`src/rtl/fetch_pkg.sv`:
```
// Shared definitions for the instruction-fetch sequencer: state encoding,
// HLT/NOP constants and the opcode field location.
package fetch_pkg;

  typedef logic [15:0] word_t;

  localparam logic [1:0] ST_RUN  = 2'd0;
  localparam logic [1:0] ST_MISS = 2'd1;
  localparam logic [1:0] ST_HALT = 2'd2;

  localparam logic [3:0] HLT_OPCODE = 4'hF;
  localparam word_t      NOP_INSTR  = 16'h0000;

  localparam int OPC_MSB = 15;
  localparam int OPC_LSB = 12;

  function automatic logic [3:0] opcode_of(input word_t w);
    return w[OPC_MSB:OPC_LSB];
  endfunction

endpackage

```
`src/rtl/fetch_pc_reg.sv`:
```
// Architectural program counter: 16-bit register with write enable,
// asynchronously reset to RESET_PC.
module fetch_pc_reg
  import fetch_pkg::*;
#(
  parameter word_t RESET_PC = 16'h0000
) (
  input  logic        clk,
  input  logic        rst,
  input  logic        we,
  input  logic [15:0] d,
  output logic [15:0] q
);

  always_ff @(posedge clk or posedge rst) begin
    if (rst) begin
      q <= RESET_PC;
    end else if (we) begin
      q <= d;
    end
  end

endmodule

```
`src/rtl/fetch_ctrl.sv`:
```
// Instruction-fetch sequencer: owns the PC, drives the imem request and
// decides what is written into IF/ID each cycle.
//
// state   | meaning
// --------+-----------------------------------------------------------
// ST_RUN  | fetching, one word per cycle on a hit
// ST_MISS | waiting on imem; redirects are parked in pend_pc until data
// ST_HALT | HLT fetched; request idle until a redirect or reset
module fetch_ctrl #(
  parameter logic [15:0] RESET_PC   = 16'h0000,
  parameter logic [3:0]  HLT_OPCODE = fetch_pkg::HLT_OPCODE,
  parameter logic [15:0] NOP_INSTR  = fetch_pkg::NOP_INSTR
) (
  input  logic        clk,
  input  logic        rst,
  input  logic        stall,
  input  logic        redirect,
  input  logic [15:0] redirect_pc,
  input  logic        imem_rdy,
  input  logic [15:0] imem_data,
  output logic        imem_req,
  output logic [15:0] imem_addr,
  output logic [15:0] pc_out,
  output logic [15:0] pc_plus_two,
  output logic [15:0] ifid_instr,
  output logic        ifid_we,
  output logic        ifid_flush,
  output logic        halted
);

  import fetch_pkg::*;

  logic [1:0]  state;
  logic [1:0]  state_nxt;
  logic        run_en;
  logic        pend_valid;
  logic [15:0] pend_pc;
  logic        pend_set;
  logic        pend_clr;
  logic        pc_we;
  logic [15:0] pc_nxt;
  logic [15:0] redirect_pc_al;

  fetch_pc_reg #(
    .RESET_PC (RESET_PC)
  ) u_pc (
    .clk (clk),
    .rst (rst),
    .we  (pc_we),
    .d   (pc_nxt),
    .q   (pc_out)
  );

  assign redirect_pc_al = {redirect_pc[15:1], 1'b0};
  assign pc_plus_two    = pc_out + 16'h0002;
  assign imem_addr      = pc_out;
  assign halted         = (state == ST_HALT);

  // run_en holds everything quiet until the first edge after reset release
  always_ff @(posedge clk or posedge rst) begin
    if (rst) begin
      state      <= ST_RUN;
      run_en     <= 1'b0;
      pend_valid <= 1'b0;
      pend_pc    <= RESET_PC;
    end else begin
      run_en <= 1'b1;
      state  <= state_nxt;
      if (pend_clr) begin
        pend_valid <= 1'b0;
      end else if (pend_set) begin
        pend_valid <= 1'b1;
        pend_pc    <= redirect_pc_al;
      end
    end
  end

  always_comb begin
    state_nxt  = state;
    pc_we      = 1'b0;
    pc_nxt     = pc_plus_two;
    pend_set   = 1'b0;
    pend_clr   = 1'b0;
    imem_req   = 1'b0;
    ifid_we    = 1'b0;
    ifid_flush = 1'b0;
    ifid_instr = NOP_INSTR;
    if (run_en) begin
      case (state)
        ST_HALT: begin
          if (redirect) begin
            pc_we      = 1'b1;
            pc_nxt     = redirect_pc_al;
            ifid_flush = 1'b1;
            state_nxt  = ST_RUN;
          end
        end
        default: begin
          imem_req = 1'b1;
          if (redirect && (state != ST_MISS || imem_rdy)) begin
            pc_we      = 1'b1;
            pc_nxt     = redirect_pc_al;
            ifid_we    = 1'b1;
            ifid_flush = 1'b1;
            pend_clr   = 1'b1;
            state_nxt  = ST_RUN;
          end else if (state == ST_MISS && !imem_rdy) begin
            // address must stay stable while imem is busy, so park the target
            pend_set   = redirect;
            ifid_we    = !stall;
            ifid_flush = !stall;
          end else if (state == ST_MISS && pend_valid) begin
            pc_we      = 1'b1;
            pc_nxt     = pend_pc;
            ifid_we    = 1'b1;
            ifid_flush = 1'b1;
            pend_clr   = 1'b1;
            state_nxt  = ST_RUN;
          end else if (stall) begin
            state_nxt = ST_RUN;
          end else if (!imem_rdy) begin
            ifid_we    = 1'b1;
            ifid_flush = 1'b1;
            state_nxt  = ST_MISS;
          end else if (opcode_of(imem_data) == HLT_OPCODE) begin
            ifid_instr = imem_data;
            ifid_we    = 1'b1;
            state_nxt  = ST_HALT;
          end else begin
            ifid_instr = imem_data;
            ifid_we    = 1'b1;
            pc_we      = 1'b1;
            state_nxt  = ST_RUN;
          end
        end
      endcase
    end
  end

endmodule

```
`config.mk`:
```
export PLATFORM = sky130hd
export DESIGN_NAME = fetch_ctrl
export DESIGN_NICKNAME = d
export VERILOG_FILES = /design/src/rtl/fetch_pkg.sv /design/src/rtl/fetch_pc_reg.sv /design/src/rtl/fetch_ctrl.sv
export SDC_FILE = /design/constraint.sdc
export NUM_CORES = 1
export LEC_CHECK = 0
export CORE_MARGIN = 3
export CORE_UTILIZATION = 44
export CTS_CLUSTER_DIAMETER = 120
export DETAILED_ROUTE_END_ITERATION = 7
export GPL_ROUTABILITY_DRIVEN = 0
export HOLD_SLACK_MARGIN = 0.08
export PLACE_DENSITY = 0.82
export REMOVE_ABC_BUFFERS = 1
export SYNTH_ARGS = -nofsm -noshare
export SYNTH_HDL_FRONTEND = slang
export SYNTH_HIERARCHICAL = 1
export SYNTH_SLANG_ARGS = --single-unit
```
`constraint.sdc`:
```
create_clock -name clk -period 2.45 [get_ports clk]
set_input_delay 0.245 -clock clk [delete_from_list [all_inputs] [get_ports clk]]
set_output_delay 0.245 -clock clk [all_outputs]
set_load 0.1 [all_outputs]
```
==> impl.org <==
** Clock network
- The tree is rooted in a clkbuf_8.
- After clock tree synthesis, the clock-pin slew on the worst setup and hold paths is 70 ps.
- Clock tree synthesis found a total of 35 sinks.
- CTS built an H-tree with a depth of 2.
- CTS tree :: built
- Buffer count from post-CTS setup fixing :: 0
- Buffer depth of the longest clock path :: 2
- Worst skew pair latency :: 300 ps
- In this run, CTS created clock tree buffers numbering 5.

** Place
- Detailed-placement wirelength estimate :: 5.86 mm
- Number of buffers added on ports :: 103
- Counting tap cells, the placed design contains a total of 417 instances.

** STA
- The number of max-slew violations in the final report was 0.
- Hold violation count in the final report :: 0
- Setup violations remaining at the end of the flow were counted as 0.
- Derived from the worst setup path, the maximum achievable clock frequency is 0.432 GHz.
- Tcrit/Tclk final :: 94.6%
- Tightest Pin Transition :: 800 ps
- For the final database, setup skew stands at 7.38 ps.
- Remaining max-slew budget at the tightest pin :: 46.6%
- Counting I/O delays and the setup requirement, the final critical path takes 2320 ps.

** Final layout
- Fraction of final layout cells with drive strength greater than 1 :: 37.4%
- The area growth from synthesis to layout is 52.0%.
- Final Instance Count excl. Fillers :: 425
- The repair_antennas step left the layout with diodes totalling 0.
- Number of nets in the layout :: 390

** Synthesis
- Number of synthesized flops with an enable pin :: 0
- Top-area cell type share of the netlist area :: 34.5%
- Most numerous cell in the Yosys netlist :: dfrtp_1
- A synthesized cell averages 9.73 µm².
- In the synthesized netlist the dominant register cell turns out to be dfrtp_1.
- After synthesis, the most frequently instantiated cells are dfrtp_1, mux2_2, buf_4.
- Area contributors post-synth :: dfrtp_1, mux2_2, mux2_4
- The mapped netlist covers 2540 µm².
- During synthesis, Yosys emitted a total of 6 warnings.
- For this run, the register share of the synthesized area comes to 34.5%.
- After technology mapping, the gate count stands at 261.
- Of all flip-flops after synthesis, the portion carrying an async set or reset was 100%.
- Cell taking the most area after synthesis :: dfrtp_1
- The synthesized netlist contains 64 unique library cells.
- Flip-flop and latch count after synthesis :: 35

** Setup path
- Worst Setup Start Kind :: flip-flop
- Crit path required time :: 2200 ps
- STA classifies the critical path endpoint as an output port.
- For the worst setup path, the data arrival time is 2070 ps.
- The number of cells on the worst reg-to-reg path is 6.
- Of all nets on the critical path, the largest fanout is 8.
- Crit path kind :: reg -> out

** Die
- The die covers 6720 µm².
- Starting density of the core :: 45.8%
- X dimension of the die :: 82.0 µm
- The die is 82.0 µm tall.
- The initialized floorplan defines 27 standard-cell rows.
- Core area :: 5540 µm²
- For this design the top-level I/O count stands at 105.

** Drt
- In the routed design, unresolved DRC markers number 0.
- The first detailed-routing pass took 4 iterations.
- Average routed wire per standard cell :: 17.5 µm
- Summing over every cut layer, the via total after detailed routing is 2411.
- Starting DRC count in detailed routing :: 220
- Final WL :: 7.43 mm
- Once detail routing completed, the nets flagged for antenna violations numbered 0.
- Number of vias per cell after detailed routing :: 5.67

** Global routing
- Largest net degree at the start of global routing :: 20
- Number of global-route vias before repair :: 2329
- The first global-routing pass estimated 11.9 mm of wire.
- Global routing used 23.3% of the available tracks across all layers.
- Number of antenna violations at the first check in global routing :: 0
- Global routing finished with a remaining overflow of 0.

** Status
- Outcome :: completed

** Job
- Reported max-cap violation count :: 0

** Worst hold path
- The min-delay analysis places its worst path in the category in -> async.
==> per-layer routing <==
| layer | wire, µm | GRT usage [%] | up-vias |
|---|---|---|---|
| met2 | 3780 | 38.9 | 87 |
| met1 | 3080 | 30.5 | 1196 |
| met5 | 0 | 0 | - |
| met3 | 450 | 3.73 | 11 |
| li1 | - | - | 1117 |
| met4 | 112 | 7.97 | 0 |
==> state kept, by name, indices dropped and copies added, names as in the netlist <==
signal,count
pend_pc,15
pend_valid,1
run_en,1
state,2
u_pc/q,16
==> placed cells by master (no fill, tap or decap), types with 3 or more instances in the layout <==
| cell type | synthesis | routed |
|---|---|---|
| buf_4 | 18 | 47 |
| xnor2_1 | 8 | 8 |
| clkdlybuf4s50_1 | 0 | 35 |
| nand2b_1 | 3 | 3 |
| xor2_1 | 3 | 3 |
| buf_12 | 1 | 33 |
| nand2_1 | 14 | 14 |
| a21o_1 | 4 | 4 |
| dfrtp_1 | 35 | 32 |
| and4_1 | 4 | 3 |
| a221o_1 | 3 | 3 |
| o21ai_0 | 9 | 9 |
| dfrtp_2 | 0 | 3 |
| mux2_4 | 10 | 10 |
| inv_1 | 9 | 9 |
| a22o_1 | 3 | 3 |
| and3_1 | 16 | 16 |
| nand4_1 | 4 | 4 |
| nand3_1 | 9 | 9 |
| nor2_1 | 13 | 13 |
| o21a_1 | 3 | 3 |
| clkbuf_8 | 0 | 5 |
| o22a_1 | 4 | 4 |
| a21oi_1 | 8 | 8 |
| and2_1 | 3 | 3 |
| mux2_2 | 21 | 21 |
==> area by class of cell <==
type / count / area, µm²
clock buffer: 7 / 76.3
clock inverter: 1 / 5.00
fill: 429 / 1680
inverter: 9 / 33.8
multi-input combinational: 186 / 1410
sequential: 35 / 880
tap: 72 / 90.1
timing repair buffer: 115 / 1360
==> stage by stage <==
step                TNS [ps]  cell area [µm²]  hold WS (ps)  worst slack, ps  utilization [%]
finish                     0             3860           405              133             69.7
global route           -2.42             3860           462            -2.42             69.7
CTS                        0             3850           420             30.0             69.6
detailed placement         0             3770           497             56.9             68.1
global placement           0             3770           490              132             68.1
floorplan             -41830             2320           159            -2020                -
==> what timing repair did <==
action / 4_1_cts / 5_1_grt
resized for setup: 0 / 5
endpoints found under the setup margin: 0 / 1
hold buffers: 0 / 0
==> worst max-delay path: stages, from the launching register on <==
cell and delay (ps):
dfrtp_1 510, and4_1 300, nand2_1 90, or4_1 540, nand2_1 150, buf_12 190
==> cell families (layout without fill, tap and decap cells) <==
family          count (synthesis)  after routing  share of synthesized area (%)
other cells                     1              1                          0.148
simple gates                   85             85                           19.4
compound gates                 55             55                           15.6
flops                          35             35                           34.5
fa+ha+maj                       1              1                          0.493
xor+xnor                       11             11                           3.79
mux                            33             33                           16.0
buf+inv                        40            132                           10.0
==> final timing paths <==
path	start	end	slack, ps
worst min register to register	pend_pc[1]	pend_pc[1]	510
worst max register to register	state[0]	u_pc/q[3]	260
max in group asynchronous	rst	run_en	1480
worst min-delay path	rst	u_pc/q[7]	400
min in group clk	pend_pc[1]	pend_pc[1]	510
worst max-delay path	u_pc/q[7]	pc_plus_two[15]	130
Power is left out: the tool's default activity adds up to more than one toggle a clock period on the data nets, which glitch-free logic cannot reach.
==> edit, RTL diff (same settings) <==
Reset style: synchronous (`rst`), changed in 2 clocked blocks. Comments in the files are not updated.
--- a/src/rtl/fetch_pc_reg.sv
+++ b/src/rtl/fetch_pc_reg.sv
@@ -12,7 +12,7 @@
   output logic [15:0] q
 );
 
-  always_ff @(posedge clk or posedge rst) begin
+  always_ff @(posedge clk) begin
     if (rst) begin
       q <= RESET_PC;
     end else if (we) begin
--- a/src/rtl/fetch_ctrl.sv
+++ b/src/rtl/fetch_ctrl.sv
@@ -57,7 +57,7 @@
   assign halted         = (state == ST_HALT);
 
   // run_en holds everything quiet until the first edge after reset release
-  always_ff @(posedge clk or posedge rst) begin
+  always_ff @(posedge clk) begin
     if (rst) begin
       state      <= ST_RUN;
       run_en     <= 1'b0;
Formal check against the unedited RTL: differs if rst is asserted again (counterexample within 4 cycles, from zero or initial values and one cycle with rst high); with rst held inactive, the same outputs for 4 cycles.
==> edit against the original RTL <==
Final area shrank 4.4%; largest cell class unchanged; wire length shrank 2.1%; via count is 7.6% higher; synthesized area fell by 4.1%; sequential cell count did not move; global-route usage decreased by 0.74 points; cell count up 12%; highest routed layer unchanged; non-clock buffer count rose by 5; worst setup slack worse by 0.046 ns.
Power is left out: it rests on default switching activity, and per cell area and clock period it moved more than threefold.
==> edit: results (changes against the original RTL) <==
Timing
  – Clk_skew: 0.0135 ns (was 0.00738 ns)
  – Setup TNS: 0 ns (unchanged)
  – Worst Max-Slew Pin Slew: 0.591 ns (was 0.800 ns)
  – Slew Viols, Final: 0 (unchanged)

Cells and area
  – Share of cells above drive strength 1: 26.9% (was 37.4%)
  – Inserted Diodes: 0 (unchanged)
  – Final net count: 442 (was 390)
  – Largest regs: u_pc/q (16), pend_pc (15), state (2) (unchanged)

Clock tree
  – CTS clk-pin slew, worst paths: 0.09 ns (was 0.07 ns)
  – TritonCTS Buffers: 5 (unchanged)
  – Clk_lat worst skew: 0.30 ns (about the same)
  – Root buf cell: clkbuf_8 (unchanged)
  – H-tree Lvls: 2 (unchanged)
  – Clock Path Buffers: 2 (unchanged)

Global routing
  – Tot GR Track Use: 22.6% (was 23.3%)
  – Largest net degree at the start of global routing: 21 (was 20)
  – First-pass GRT wire length: 11.5 mm (was 11.9 mm)
  – Vias in the first global route: 2,354 (was 2,329)
  – Initial antenna violation count: 0 (unchanged)

Placed design
  – Dpl hpwl: 5.60 mm (was 5.86 mm)
  – Port buffer count: 103 (unchanged)

Detailed routing
  – Routed vias/inst: 5.46 (was 5.67)
  – DRT Pass-1 Iters: 5 (was 4)
  – DR WL/cell: 15.3 um (was 17.5 um)
  – First DRT Iteration DRCs: 187 (was 220)

Synth
  – Ys async rst share: 0% (was 100%)
  – Post-synthesis mux area share: 6.99% (was 16.0%)
  – Seq/Total Area, Yosys: 28.8% (was 34.5%)
  – Yosys warnings: 6 (unchanged)
  – Post-Synth XOR/XNOR Area: 3.96% (was 3.79%)
  – Unique masters post-synth: 56 (was 64)
  – Adder-cell share of the synthesized area: 0.514% (was 0.493%)
  – Synth top cells by count: 42 x nand2_1, 35 x dfxtp_1, 26 x nor2_1 (was 35 x dfrtp_1, 21 x mux2_2, 18 x buf_4)
  – Area contributors post-synth: dfxtp_1 29%, mux2i_1 7.0%, nand2_1 6.5% (was dfrtp_1 34%, mux2_2 9.3%, mux2_4 5.9%)
  – Post-synthesis compound-gate area fraction: 18.2% (was 15.6%)

Worst setup path
  – Worst path slowest cell: o31a_1 (was or4_1)
  – Critical Path AT: 2.12 ns (was 2.07 ns)
  – CP peak stage delay: 0.42 ns (was 0.54 ns)
  – Cell class contributing the biggest share of worst-path delay: simple AND/OR/NAND/NOR gates (unchanged)
  – CP max FO: 7 (was 8)

Status
  – Outcome: finished, final reports clean (unchanged)

Hold path
  – HP Class: reg -> reg (was in -> async)
-- edit: per-layer routing --
layer / track usage, % / up-vias / share of wire (%)
li1: - / 1260 / -
met1: 28.9 / 1209 / 41
met2: 38.8 / 115 / 50
met3: 4.26 / 11 / 7.8
met4: 5.41 / 0 / 1.3
met5: 0 / - / 0
-- edit: cell families (layout without fill, tap and decap cells) --
group | Yosys count | after routing
AO/OA/AOI/OAI | 66 | 66
XOR/XNOR | 11 | 11
adder cells (fa/ha/maj) | 1 | 1
buffers and inverters | 53 | 145
flip-flops | 35 | 35
multiplexers | 17 | 17
AND/OR/NAND/NOR | 130 | 130
-- edit: final cells by class --
cell class / instances / area (sq um)
clock buffers: 5 / 68.8
clock inverters: 3 / 20.0
fillers: 409 / 1550
inverters: 17 / 63.8
multi-input cells: 225 / 1420
flip-flops and latches: 35 / 701
well taps: 70 / 87.6
repair buffers: 120 / 1330
-- edit: what timing repair did --
action                                  4_1_cts  5_1_grt
setup buffers                                 0        2
endpoints found under the setup margin        0       12
hold buffers                                  0        0
gates resized for setup                       0        3
-- edit: per-stage QoR --
step,util (%),worst slack [ns],instances,hold slack (ns),area [sq um]
after global placement,68.3,0.155,465,0.441,3570
after global routing,70.5,-0.00400,475,0.471,3690
after CTS,69.9,0.0377,473,0.460,3660
final,70.5,0.0870,475,0.459,3690
after floorplan,-,-2.22,277,0.314,2170
after detailed placement,68.3,0.121,465,0.449,3570
-- edit: final timing paths --
path / startpoint / to / slack, ns / cells past startpoint
worst max register to register: u_pc/q[1] / u_pc/q[11] / 0.44 / 7
worst min-delay path: pend_pc[11] / pend_pc[11] / 0.46 / 2
worst min register to register: pend_pc[11] / pend_pc[11] / 0.46 / 2
worst max-delay path: u_pc/q[1] / pc_plus_two[11] / 0.09 / 5
